===== src/rtl/bram_port_arbiter_if.sv =====
// Requester and BRAM port-A signal bundle for bram_port_arbiter.
// slave = arbiter side, master = requesters + BRAM wrapper side.
interface bram_port_arbiter_if #(
    parameter int ADDR_W = 32,
    parameter int DATA_W = 32
);
    logic                  req0;
    logic                  req1;
    logic [DATA_W/8-1:0]   we0;
    logic [DATA_W/8-1:0]   we1;
    logic [ADDR_W-1:0]     addr0;
    logic [ADDR_W-1:0]     addr1;
    logic [DATA_W-1:0]     wdata0;
    logic [DATA_W-1:0]     wdata1;
    logic                  gnt0;
    logic                  gnt1;
    logic                  rvalid0;
    logic                  rvalid1;
    logic [DATA_W-1:0]     rdata0;
    logic [DATA_W-1:0]     rdata1;
    logic                  bram_en;
    logic [DATA_W/8-1:0]   bram_we;
    logic [ADDR_W-1:0]     bram_addr;
    logic [DATA_W-1:0]     bram_din;
    logic [DATA_W-1:0]     bram_dout;

    modport slave (
        input  req0, req1, we0, we1, addr0, addr1, wdata0, wdata1, bram_dout,
        output gnt0, gnt1, rvalid0, rvalid1, rdata0, rdata1,
               bram_en, bram_we, bram_addr, bram_din
    );

    modport master (
        output req0, req1, we0, we1, addr0, addr1, wdata0, wdata1, bram_dout,
        input  gnt0, gnt1, rvalid0, rvalid1, rdata0, rdata1,
               bram_en, bram_we, bram_addr, bram_din
    );
endinterface


===== src/rtl/bram_port_arbiter.sv =====
// Round-robin 2:1 arbiter onto BRAM port A; optional grant counters under BRAM_ARB_PERF_EN.
// Latency: grant comb in N, bram_en in N+1, read return in N+2+RD_LAT.
// Backpressure: a losing requester holds req until gnt; worst-case wait is one cycle.
module bram_port_arbiter #(
    parameter int ADDR_W = 32,
    parameter int DATA_W = 32,
    parameter int RD_LAT = 1
) (
    input  logic                 clka,
    input  logic                 rsta_n,
    bram_port_arbiter_if.slave   bus
`ifdef BRAM_ARB_PERF_EN
    ,
    input  logic                 perf_clr,
    output logic [31:0]          perf_cnt0,
    output logic [31:0]          perf_cnt1
`endif
);
    localparam int BE_W = DATA_W / 8;

    logic                last;
    logic                gnt0_c;
    logic                gnt1_c;
    logic                any_gnt;
    logic                is_read;
    logic [BE_W-1:0]     we_sel;
    logic [ADDR_W-1:0]   addr_sel;
    logic [DATA_W-1:0]   wdata_sel;

    logic                en_q;
    logic [BE_W-1:0]     we_q;
    logic [ADDR_W-1:0]   addr_q;
    logic [DATA_W-1:0]   din_q;
    logic [RD_LAT:0]     pipe_vld;
    logic [RD_LAT:0]     pipe_id;
    logic                rvalid0_q;
    logic                rvalid1_q;
    logic [DATA_W-1:0]   rdata0_q;
    logic [DATA_W-1:0]   rdata1_q;

    // Grants are gated by reset so nothing is accepted while rsta_n is low.
    assign gnt0_c  = rsta_n & bus.req0 & (~bus.req1 | last);
    assign gnt1_c  = rsta_n & bus.req1 & (~bus.req0 | ~last);
    assign any_gnt = gnt0_c | gnt1_c;

    always_comb begin
        we_sel    = bus.we0;
        addr_sel  = bus.addr0;
        wdata_sel = bus.wdata0;
        if (gnt1_c) begin
            we_sel    = bus.we1;
            addr_sel  = bus.addr1;
            wdata_sel = bus.wdata1;
        end
    end

    assign is_read = any_gnt & (we_sel == '0);

    always_ff @(posedge clka or negedge rsta_n) begin
        if (!rsta_n) begin
            last      <= 1'b1;
            en_q      <= 1'b0;
            we_q      <= '0;
            addr_q    <= '0;
            din_q     <= '0;
            pipe_vld  <= '0;
            pipe_id   <= '0;
            rvalid0_q <= 1'b0;
            rvalid1_q <= 1'b0;
            rdata0_q  <= '0;
            rdata1_q  <= '0;
        end else begin
            if (any_gnt) begin
                last   <= gnt1_c;
                addr_q <= addr_sel;
                din_q  <= wdata_sel;
            end
            en_q <= any_gnt;
            we_q <= any_gnt ? we_sel : '0;

            // Stage 0 aligns with bram_en; stage RD_LAT aligns with valid douta.
            pipe_vld <= {pipe_vld[RD_LAT-1:0], is_read};
            pipe_id  <= {pipe_id[RD_LAT-1:0], gnt1_c};

            rvalid0_q <= pipe_vld[RD_LAT] & ~pipe_id[RD_LAT];
            rvalid1_q <= pipe_vld[RD_LAT] &  pipe_id[RD_LAT];
            if (pipe_vld[RD_LAT] && !pipe_id[RD_LAT]) rdata0_q <= bus.bram_dout;
            if (pipe_vld[RD_LAT] &&  pipe_id[RD_LAT]) rdata1_q <= bus.bram_dout;
        end
    end

    assign bus.gnt0      = gnt0_c;
    assign bus.gnt1      = gnt1_c;
    assign bus.bram_en   = en_q;
    assign bus.bram_we   = we_q;
    assign bus.bram_addr = addr_q;
    assign bus.bram_din  = din_q;
    assign bus.rvalid0   = rvalid0_q;
    assign bus.rvalid1   = rvalid1_q;
    assign bus.rdata0    = rdata0_q;
    assign bus.rdata1    = rdata1_q;

`ifdef BRAM_ARB_PERF_EN
    // Clear has priority over a same-cycle increment; counters saturate.
    always_ff @(posedge clka or negedge rsta_n) begin
        if (!rsta_n) begin
            perf_cnt0 <= '0;
            perf_cnt1 <= '0;
        end else if (perf_clr) begin
            perf_cnt0 <= '0;
            perf_cnt1 <= '0;
        end else begin
            if (gnt0_c && perf_cnt0 != 32'hFFFF_FFFF) perf_cnt0 <= perf_cnt0 + 32'd1;
            if (gnt1_c && perf_cnt1 != 32'hFFFF_FFFF) perf_cnt1 <= perf_cnt1 + 32'd1;
        end
    end
`endif
endmodule

===== src/flat_wrapper.sv =====
// flat-port wrapper written by rule: the top's interface ports become plain ports
module bram_port_arbiter_flat 
#(
    parameter int ADDR_W = 32,
    parameter int DATA_W = 32,
    parameter int RD_LAT = 1
)
  (clka, rsta_n, bus_req0, bus_req1, bus_we0, bus_we1, bus_addr0, bus_addr1, bus_wdata0, bus_wdata1, bus_bram_dout, bus_gnt0, bus_gnt1, bus_rvalid0, bus_rvalid1, bus_rdata0, bus_rdata1, bus_bram_en, bus_bram_we, bus_bram_addr, bus_bram_din);
  bram_port_arbiter_if #(.ADDR_W(ADDR_W), .DATA_W(DATA_W)) bus_i ();
  input  logic clka;
  input  logic rsta_n;
  input wire logic [$bits(bus_i.req0)-1:0] bus_req0;
  input wire logic [$bits(bus_i.req1)-1:0] bus_req1;
  input wire logic [$bits(bus_i.we0)-1:0] bus_we0;
  input wire logic [$bits(bus_i.we1)-1:0] bus_we1;
  input wire logic [$bits(bus_i.addr0)-1:0] bus_addr0;
  input wire logic [$bits(bus_i.addr1)-1:0] bus_addr1;
  input wire logic [$bits(bus_i.wdata0)-1:0] bus_wdata0;
  input wire logic [$bits(bus_i.wdata1)-1:0] bus_wdata1;
  input wire logic [$bits(bus_i.bram_dout)-1:0] bus_bram_dout;
  output wire logic [$bits(bus_i.gnt0)-1:0] bus_gnt0;
  output wire logic [$bits(bus_i.gnt1)-1:0] bus_gnt1;
  output wire logic [$bits(bus_i.rvalid0)-1:0] bus_rvalid0;
  output wire logic [$bits(bus_i.rvalid1)-1:0] bus_rvalid1;
  output wire logic [$bits(bus_i.rdata0)-1:0] bus_rdata0;
  output wire logic [$bits(bus_i.rdata1)-1:0] bus_rdata1;
  output wire logic [$bits(bus_i.bram_en)-1:0] bus_bram_en;
  output wire logic [$bits(bus_i.bram_we)-1:0] bus_bram_we;
  output wire logic [$bits(bus_i.bram_addr)-1:0] bus_bram_addr;
  output wire logic [$bits(bus_i.bram_din)-1:0] bus_bram_din;
  assign bus_i.req0 = bus_req0;
  assign bus_i.req1 = bus_req1;
  assign bus_i.we0 = bus_we0;
  assign bus_i.we1 = bus_we1;
  assign bus_i.addr0 = bus_addr0;
  assign bus_i.addr1 = bus_addr1;
  assign bus_i.wdata0 = bus_wdata0;
  assign bus_i.wdata1 = bus_wdata1;
  assign bus_i.bram_dout = bus_bram_dout;
  assign bus_gnt0 = bus_i.gnt0;
  assign bus_gnt1 = bus_i.gnt1;
  assign bus_rvalid0 = bus_i.rvalid0;
  assign bus_rvalid1 = bus_i.rvalid1;
  assign bus_rdata0 = bus_i.rdata0;
  assign bus_rdata1 = bus_i.rdata1;
  assign bus_bram_en = bus_i.bram_en;
  assign bus_bram_we = bus_i.bram_we;
  assign bus_bram_addr = bus_i.bram_addr;
  assign bus_bram_din = bus_i.bram_din;
  bram_port_arbiter #(.ADDR_W(ADDR_W), .DATA_W(DATA_W), .RD_LAT(RD_LAT)) u_core (.clka(clka), .rsta_n(rsta_n), .bus(bus_i));
endmodule

===== config.mk =====
export PLATFORM = sky130hd
export DESIGN_NAME = bram_port_arbiter_flat
export DESIGN_NICKNAME = d
export VERILOG_FILES = /design/src/rtl/bram_port_arbiter_if.sv /design/src/rtl/bram_port_arbiter.sv /design/src/flat_wrapper.sv
export SDC_FILE = /design/constraint.sdc
export NUM_CORES = 1
export LEC_CHECK = 0
export ABC_AREA = 1
export CORE_MARGIN = 2
export CORE_UTILIZATION = 41
export CTS_BUF_LIST = sky130_fd_sc_hd__clkbuf_4 sky130_fd_sc_hd__clkbuf_8
export CTS_CLUSTER_SIZE = 20
export DETAILED_ROUTE_END_ITERATION = 10
export GPL_ROUTABILITY_DRIVEN = 0
export GPL_TIMING_DRIVEN = 0
export PLACE_DENSITY = 0.82
export SLEW_MARGIN = 0
export SYNTH_ARGS = -nofsm -noshare
export SYNTH_HDL_FRONTEND = slang
export SYNTH_SLANG_ARGS = --single-unit

===== constraint.sdc =====
create_clock -name clka -period 1.75 [get_ports clka]
set_input_delay 0.4375 -clock clka [delete_from_list [all_inputs] [get_ports clka]]
set_output_delay 0.4375 -clock clka [all_outputs]
set_load 0.1 [all_outputs]

==> results of run 1 <==
-- state kept, by name, summed over array words and instances (netlist names) --
register	flops
u_core.bus.bram_addr	32
u_core.bus.bram_din	32
u_core.bus.rdata0	32
u_core.bus.rdata1	32
u_core.bus.bram_we	4
u_core.pipe_id	2
u_core.pipe_vld	2
u_core.bus.bram_en	1
u_core.bus.rvalid0	1
u_core.bus.rvalid1	1
u_core.last	1
-- metal layers --
| metal | up-vias | track usage [%] | wire (um) |
|---|---|---|---|
| met4 | 0 | 10.26 | 466 |
| met2 | 265 | 46.61 | 10500 |
| met3 | 34 | 7.873 | 1787 |
| li1 | 2994 | - | - |
| met1 | 2898 | 32.30 | 8285 |
| met5 | - | 0 | 0 |
-- layout make-up --
cell class	count	area share [%]
inverters	44	1.783
well taps	184	2.448
repair buffers	323	28.67
clock buffers	21	2.940
multi-input cells	538	22.75
clock inverters	10	1.743
plain buffers	40	2.395
flip-flops and latches	140	37.27
-- cells in the mapped netlist --
cell and number:
nand3_1 2, a21oi_1 1, nand3b_1 1, o21ai_0 65, o21ai_1 2, dfrtp_1 139, buf_1 1, dfstp_2 1
buf_6 6, nand2_4 1, buf_2 12, inv_2 4, inv_1 40, nand2_1 460, nor2_1 6, buf_4 1
clkbuf_1 21
-- metrics by stage --
| stage | std cells | worst slack, ps |
|---|---|---|
| floorplan | 763 | 125.1 |
| global placement | 1255 | -6690 |
| detailed placement | 1256 | -1974 |
| CTS | 1300 | -151.7 |
| global route | 1300 | -136.7 |
| finish | 1300 | -98.00 |
-- timing repair --
item,in CTS,in global routing
hold buffers,4,0
endpoints found under the hold margin,87,0
gates resized for setup,706,9
pin swaps,2,2
cloned,4,0
setup endpoints to repair,208,24
buffers inserted,5,1
-- worst max-delay path by stage --
stage / from / end / cells after the start
4_1_cts: u_core.last / bus_gnt1 / 5
3_5_place_dp: rsta_n / bus_gnt1 / 8
3_3_place_gp: rsta_n / bus_gnt1 / 7
2_1_floorplan: bus_req1 / bus_gnt1 / 5
5_1_grt: u_core.last / bus_gnt0 / 3
6_report: u_core.last / bus_gnt0 / 3
-- cells in the final DEF, fill, tap and decap left out, drive strengths merged --
cell type        n
a21oi            1
o21ai           67
inv             45
nor2             6
dlygate4sd2      1
dlygate4sd3      3
bufinv           4
nand3b           1
buf            165
dfrtp          139
clkdlybuf4s50  169
clkinvlp         1
clkbuf          42
dfstp            1
nand2          461
bufbuf           4
clkinv           4
nand3            2
-- cells by family after synthesis --
kind of cell	count (synthesis)	share of synthesized area (%)
and+or+nand+nor	470	29.60
DFF	140	58.35
buffers and inverters	85	6.375
AOI/OAI and AO/OA	68	5.667
-- power by group through the flow --
stage / clock, mW / sequential [mW] / combinational (mW)
6_report: 2.89 / 4.24 / 7.23
3_5_place_dp: 0 / 4.29 / 7.75
3_3_place_gp: 0 / 4.27 / 7.69
4_1_cts: 2.92 / 4.22 / 7.25
2_1_floorplan: 0 / 9.06 / 0.800
5_1_grt: 3.06 / 4.31 / 7.50
-- critical path, delay by kind of cell (launching register included) --
family,cells,cell delay (ps)
buffers and inverters,2,250
DFF,1,570
AOI/OAI and AO/OA,1,160
==> key figures, run 1 <==
Run status
  • Status: finished with violations
  • Failing checks: negative setup slack

Setup path
  • Worst r2r src: u_core.last
  • Data required, critical path: 1310 ps
  • Crit path kind: register to primary output
  • Worst-path fanout max: 2
  • Worst Path Arrival: 1410 ps
  • Critical path launch point type: register
  • Critical R2R Capture: u_core.bus.bram_addr[26]
  • Reg2Reg Setup Slack: 120 ps
  • Slowest CP cell: dfstp_2
  • Cell Chain, Critical Path: inv_2, a21oi_4, buf_12
  • Slowest stage delay, CP: 570 ps
  • Reg2Reg Depth: 10
  • Endpoint class of the critical path: primary output

Clocking
  • Clock root cell: clkbuf_8
  • Clk pin slew, worst setup/hold paths: 80 ps
  • Insertion delay to the later sink of the worst-skew pair: 440 ps
  • Clk buf depth: 2
  • TritonCTS Buffers: 17
  • CTS tree: done
  • H-tree depth: 4
  • Sink Count: 140

Die
  • Die height: 125.0 um
  • Total core area: 14420 um^2
  • Site row count: between 40 and 50
  • Initial Util: 41.64%
  • IO Pins: 309
  • Die area: 15630 um^2
  • Die width: 125.0 um

Placement
  • Buffers on Ports: just over 300
  • Dpl cell area: between 9000 and 10000 um^2
  • HPWL after DPL: around 15000 um

Timing
  • Hold Slack: 50.88 ps
  • Pins Over Slew Limit: 0
  • Final hold violations: 0
  • Worst-Margin Slew: 942.7 ps
  • Minimum clock period: between 1500 and 2000 ps
  • Clock Skews: 12.04 ps
  • Finish-stage setup viols: 2
  • Max frequency: 541.1 MHz
  • Slew HR: a little under two fifths
  • Setup TNS: -149.3 ps
  • RSZ-0062 raised after global routing: true
  • Final period util: 105.6%
  • Fin worst setup slack: -98.00 ps

Logic synthesis
  • Area fraction of the dominant cell type after synthesis: 57.92%
  • Register area share after synthesis: 58.35%
  • Top post-synthesis cells by area: dfrtp_1, nand2_1, o21ai_0
  • Netlist Area Pre-Place: 6006 um^2
  • Syn nets: 935
  • Number of distinct library cells after synthesis: 17
  • #FFs+latches synth: 140
  • Yosys top cell by area: dfrtp_1
  • Yosys warnings: 0
  • Avg Inst Size Synth: 7.871 um^2
  • Mapped Cells: roughly 760

Route
  • Total wire length: around 21000 um
  • Avg WL per Cell: 16.18 um
  • Via density: roughly 4.8
  • Antenna Nets Post-Route: 0
  • Via count: approximately 6200
  • DR DRC count: 0
  • DR iter-0 viols: 327
  • Drt pass-1 iters: 6

Pwr
  • Switching Share: 52.86%
  • LEAKAGE: 5.140 nW
  • Comb power frac: about 50%
  • Flop pwr share: 29.5%
  • Total chip power: 14.36 mW
  • Psw: 7.589 mW
  • VDD IR-drop max: 652.0 uV
  • Clock power share: 20.1%
  • Power per Cell Area: 1527 nW/um^2
  • Int Pwr: between 6 and 7 mW

Layout
  • Multi-input logic area: 2140 um^2
  • Sequential cell area: 3505 um^2
  • Nets: 1276
  • N_diodes: 0
  • Post-route cell area: 9404 um^2
  • Final core occ: approximately two thirds
  • Fillcell total: 1237
  • Layout cells sized above 1: 19.18%
  • P&R area growth vs syn: 56.58%

Global route
  • Pin count of the biggest net entering global routing: 38
  • First-pass GRT wire length: approximately 33000 um
  • Global-route usage over all layers: a little over a quarter
  • GRT Residual Overflow: 0
  • Vias in the first global route: between 6000 and 7000
  • Initial antenna violation count: 0

Run
  • Maxcap violations: 0

Min path
  • Worst hold-check path type: input port to asynchronous set/reset pin
Note: power is estimated with default switching activity, not from simulation.
==> inputs of run 2 (changes only) <==
--- a/config.mk
+++ b/config.mk
@@ -7,13 +7,13 @@
 export LEC_CHECK = 0
 export ABC_AREA = 1
 export CORE_MARGIN = 2
-export CORE_UTILIZATION = 41
+export CORE_UTILIZATION = 34
 export CTS_BUF_LIST = sky130_fd_sc_hd__clkbuf_4 sky130_fd_sc_hd__clkbuf_8
 export CTS_CLUSTER_SIZE = 20
 export DETAILED_ROUTE_END_ITERATION = 10
 export GPL_ROUTABILITY_DRIVEN = 0
 export GPL_TIMING_DRIVEN = 0
-export PLACE_DENSITY = 0.82
+export PLACE_DENSITY = 0.7
 export SLEW_MARGIN = 0
 export SYNTH_ARGS = -nofsm -noshare
 export SYNTH_HDL_FRONTEND = slang
==> constraint.sdc (replaced) <==
create_clock -name clka -period 2.1 [get_ports clka]
set_input_delay 0.525 -clock clka [delete_from_list [all_inputs] [get_ports clka]]
set_output_delay 0.525 -clock clka [all_outputs]
set_load 0.1 [all_outputs]
==> run 2 against run 1 <==
  * The flow now finishes without violations
  * Core utilization shrank 6.5 points
  * Register-to-register slack gained 50 ps
  * Sequential share of layout area shrank 2.8 points
  * Count of clock-buffer cells in the layout shrank 3
  * Combinational power shrank 12%
  * Final area grew 8.0%
  * Cell count grew 2.5%
  * Via count shrank 2.6%
  * Clock skew grew 4.7 ps
  * Critical path depth grew 2
  * Critical path type is now input port to primary output
  * Critical endpoint is now bus_gnt1
==> key figures, run 2 (same netlist as run 1, synthesis figures left out) <==
Route
  • Antenna Nets Post-Route: 0 (unchanged)
  • DR iter-0 viols: 259 (was 327)
  • DR DRC count: 0 (unchanged)
  • Drt pass-1 iters: 5 (was 6)
  • Total wire length: 21000 um (was 21040 um)
  • Avg WL per Cell: 15.76 um (was 16.18 um)
  • Via count: 6030 (was 6191)
  • Via density: 4.524 (was 4.762)

Setup path
  • Crit path kind: input port to primary output (was register to primary output)
  • Endpoint class of the critical path: primary output (unchanged)
  • Cell Chain, Critical Path: clkdlybuf4s50_1, nand2_2, nand2_8, inv_8, buf_12 (was inv_2, a21oi_4, buf_12)
  • Slowest CP cell: clkdlybuf4s50_1 (was dfstp_2)
  • Critical path launch point type: input port (was register)
  • Reg2Reg Depth: 7 (was 10)
  • Worst-path fanout max: 12 (was 2)
  • Slowest stage delay, CP: 490 ps (was 570 ps)
  • Critical path depth: 5 (was 3)
  • Worst Path Arrival: 1510 ps (was 1410 ps)
  • Crit path max-delay family: buffers and inverters (was flip-flops)
  • Data required, critical path: 1570 ps (was 1310 ps)
  • Critical path buffers and inverters: 3 (was 2)

Timing
  • Final period util: between 90% and 100%
  • Max frequency: 492.2 MHz
  • Final hold violations: 0 (unchanged)
  • Setup TNS: 0 ps (was -149.3 ps)
  • Slew HR: 38.20% (was 36.95%)
  • RSZ-0062 raised after global routing: false (was true)
  • Pins Over Slew Limit: 0 (unchanged)
  • Worst-Margin Slew: 927.1 ps (was 942.7 ps)
  • Finish-stage setup viols: 0 (was 2)
  • Minimum clock period: between 2000 and 2500 ps
  • Fin worst setup slack: 68.17 ps (was -98.00 ps)
  • Clock Skews: 16.71 ps (was 12.04 ps)

Pwr
  • Clock power share: 19.3% (was 20.1%)
  • VDD IR-drop max: 920.0 uV (was 652.0 uV)
  • Switching Share: 52.58% (was 52.86%)
  • LEAKAGE: 5.162 nW (was 5.140 nW)
  • Psw: 6.438 mW (was 7.589 mW)
  • Flop pwr share: 29.0% (was 29.5%)
  • Power per Cell Area: 1205 nW/um^2 (was 1527 nW/um^2)
  • Int Pwr: 5.805 mW (was 6.768 mW)
  • Comb power frac: 51.7% (was 50.4%)

Global route
  • Global-route usage over all layers: 22.58% (was 27.11%)
  • Vias in the first global route: 5846 (was 6169)
  • Pin count of the biggest net entering global routing: 45 (was 38)
  • Initial antenna violation count: 0 (unchanged)
  • GRT Residual Overflow: 0 (unchanged)
  • First-pass GRT wire length: 31770 um (was 32910 um)

Clocking
  • Clock root cell: clkbuf_8 (unchanged)
  • H-tree depth: 4 (unchanged)
  • Sink Count: 140 (unchanged)
  • CTS tree: done (unchanged)
  • Insertion delay to the later sink of the worst-skew pair: 450 ps (was 440 ps)
  • TritonCTS Buffers: 17 (unchanged)
  • Clk pin slew, worst setup/hold paths: 80 ps (about the same)
  • Clk buf depth: 2 (unchanged)

Placement
  • Pre-CTS setup slack: -1788 ps (was -1974 ps)
  • Buffers on Ports: 308 (unchanged)
  • HPWL after DPL: 15040 um (was 14670 um)

Layout
  • N_diodes: 0 (unchanged)
  • P&R area growth vs syn: 69.15% (was 56.58%)
  • Most frequent cells in the layout: nand2_1, clkdlybuf4s50_1, dfrtp_1 (was nand2_1, clkdlybuf4s50_1, buf_2)
  • Nets: 1267 (was 1276)
  • Commonest non-fill, non-tap cell in the layout: nand2_1 (unchanged)
  • Layout cells sized above 1: 18.14% (was 19.18%)

Die
  • Die width: 136.9 um (was 125.0 um)
  • Die area: 18740 um^2 (was 15630 um^2)
  • Die height: 136.9 um (was 125.0 um)
  • Site row count: 48 (was 44)
  • Initial Util: 34.72% (was 41.64%)
  • IO Pins: 309 (unchanged)
  • Total core area: 17300 um^2 (was 14420 um^2)

Run
  • Maxcap violations: 0 (unchanged)

Run status
  • Status: complete, no violations (was finished with violations)

Min path
  • Worst hold-check path type: input port to asynchronous set/reset pin (unchanged)
-- run 2: path summary, 6_finish.rpt --
check / start / to / slack, ps
setup / recovery: bus_req0 / bus_gnt1 / 70
hold / removal: rsta_n / u_core.bus.rdata0[1] / 30
setup reg to reg: u_core.last / u_core.bus.bram_din[0] / 170
hold reg to reg: u_core.pipe_vld[0] / u_core.pipe_vld[1] / 350
max in group asynchronous: rsta_n / u_core.bus.bram_din[10] / 1290
min in group clka: u_core.pipe_vld[0] / u_core.pipe_vld[1] / 350
-- run 2: what timing repair did --
action | 4_1_cts | 5_1_grt
gates cloned | 3 | 0
setup endpoints to repair | 162 | 8
buffers inserted | 0 | 0
resized for setup | 428 | 1
hold endpoints to repair | 25 | 9
hold buffers | 1 | 1
-- run 2: per-stage QoR --
step	instances	instance area, um^2	util [%]	total power [mW]	hold slack (ps)
final	1333	10160	58.73	12.24	27.57
after global placement	1296	9374	54.20	10.01	334.7
after CTS	1332	10150	58.66	12.33	1.230
after floorplan	763	6010	-	8.219	229.4
after detailed placement	1297	9403	54.36	10.05	334.7
after global routing	1333	10160	58.73	12.74	6.352
-- run 2: layer usage --
layer  up-vias  global-route usage (%)  share of wire, %
met1      2775                   27.08                41
li1       2983                       -                 -
met4         0                   5.785               1.4
met2       252                   39.03                49
met5         -                       0                 0
met3        20                   7.519               9.3
-- run 2: power groups by stage --
stage	combinational [mW]	clock [mW]	sequential, mW
final	6.33	2.36	3.55
after global routing	6.59	2.54	3.61
after floorplan	0.665	0	7.55
after global placement	6.43	0	3.58
after detailed placement	6.47	0	3.58
after CTS	6.36	2.42	3.55
-- run 2: final cells by class --
class,instances,area (um^2)
tap,225,281.5
multi-input combinational,538,2133
clock buffer,18,241.5
timing repair buffer,314,3431
clock inverter,14,181.4
sequential,140,3505
inverter,44,172.7
buffer,40,212.7
fill,1561,7138
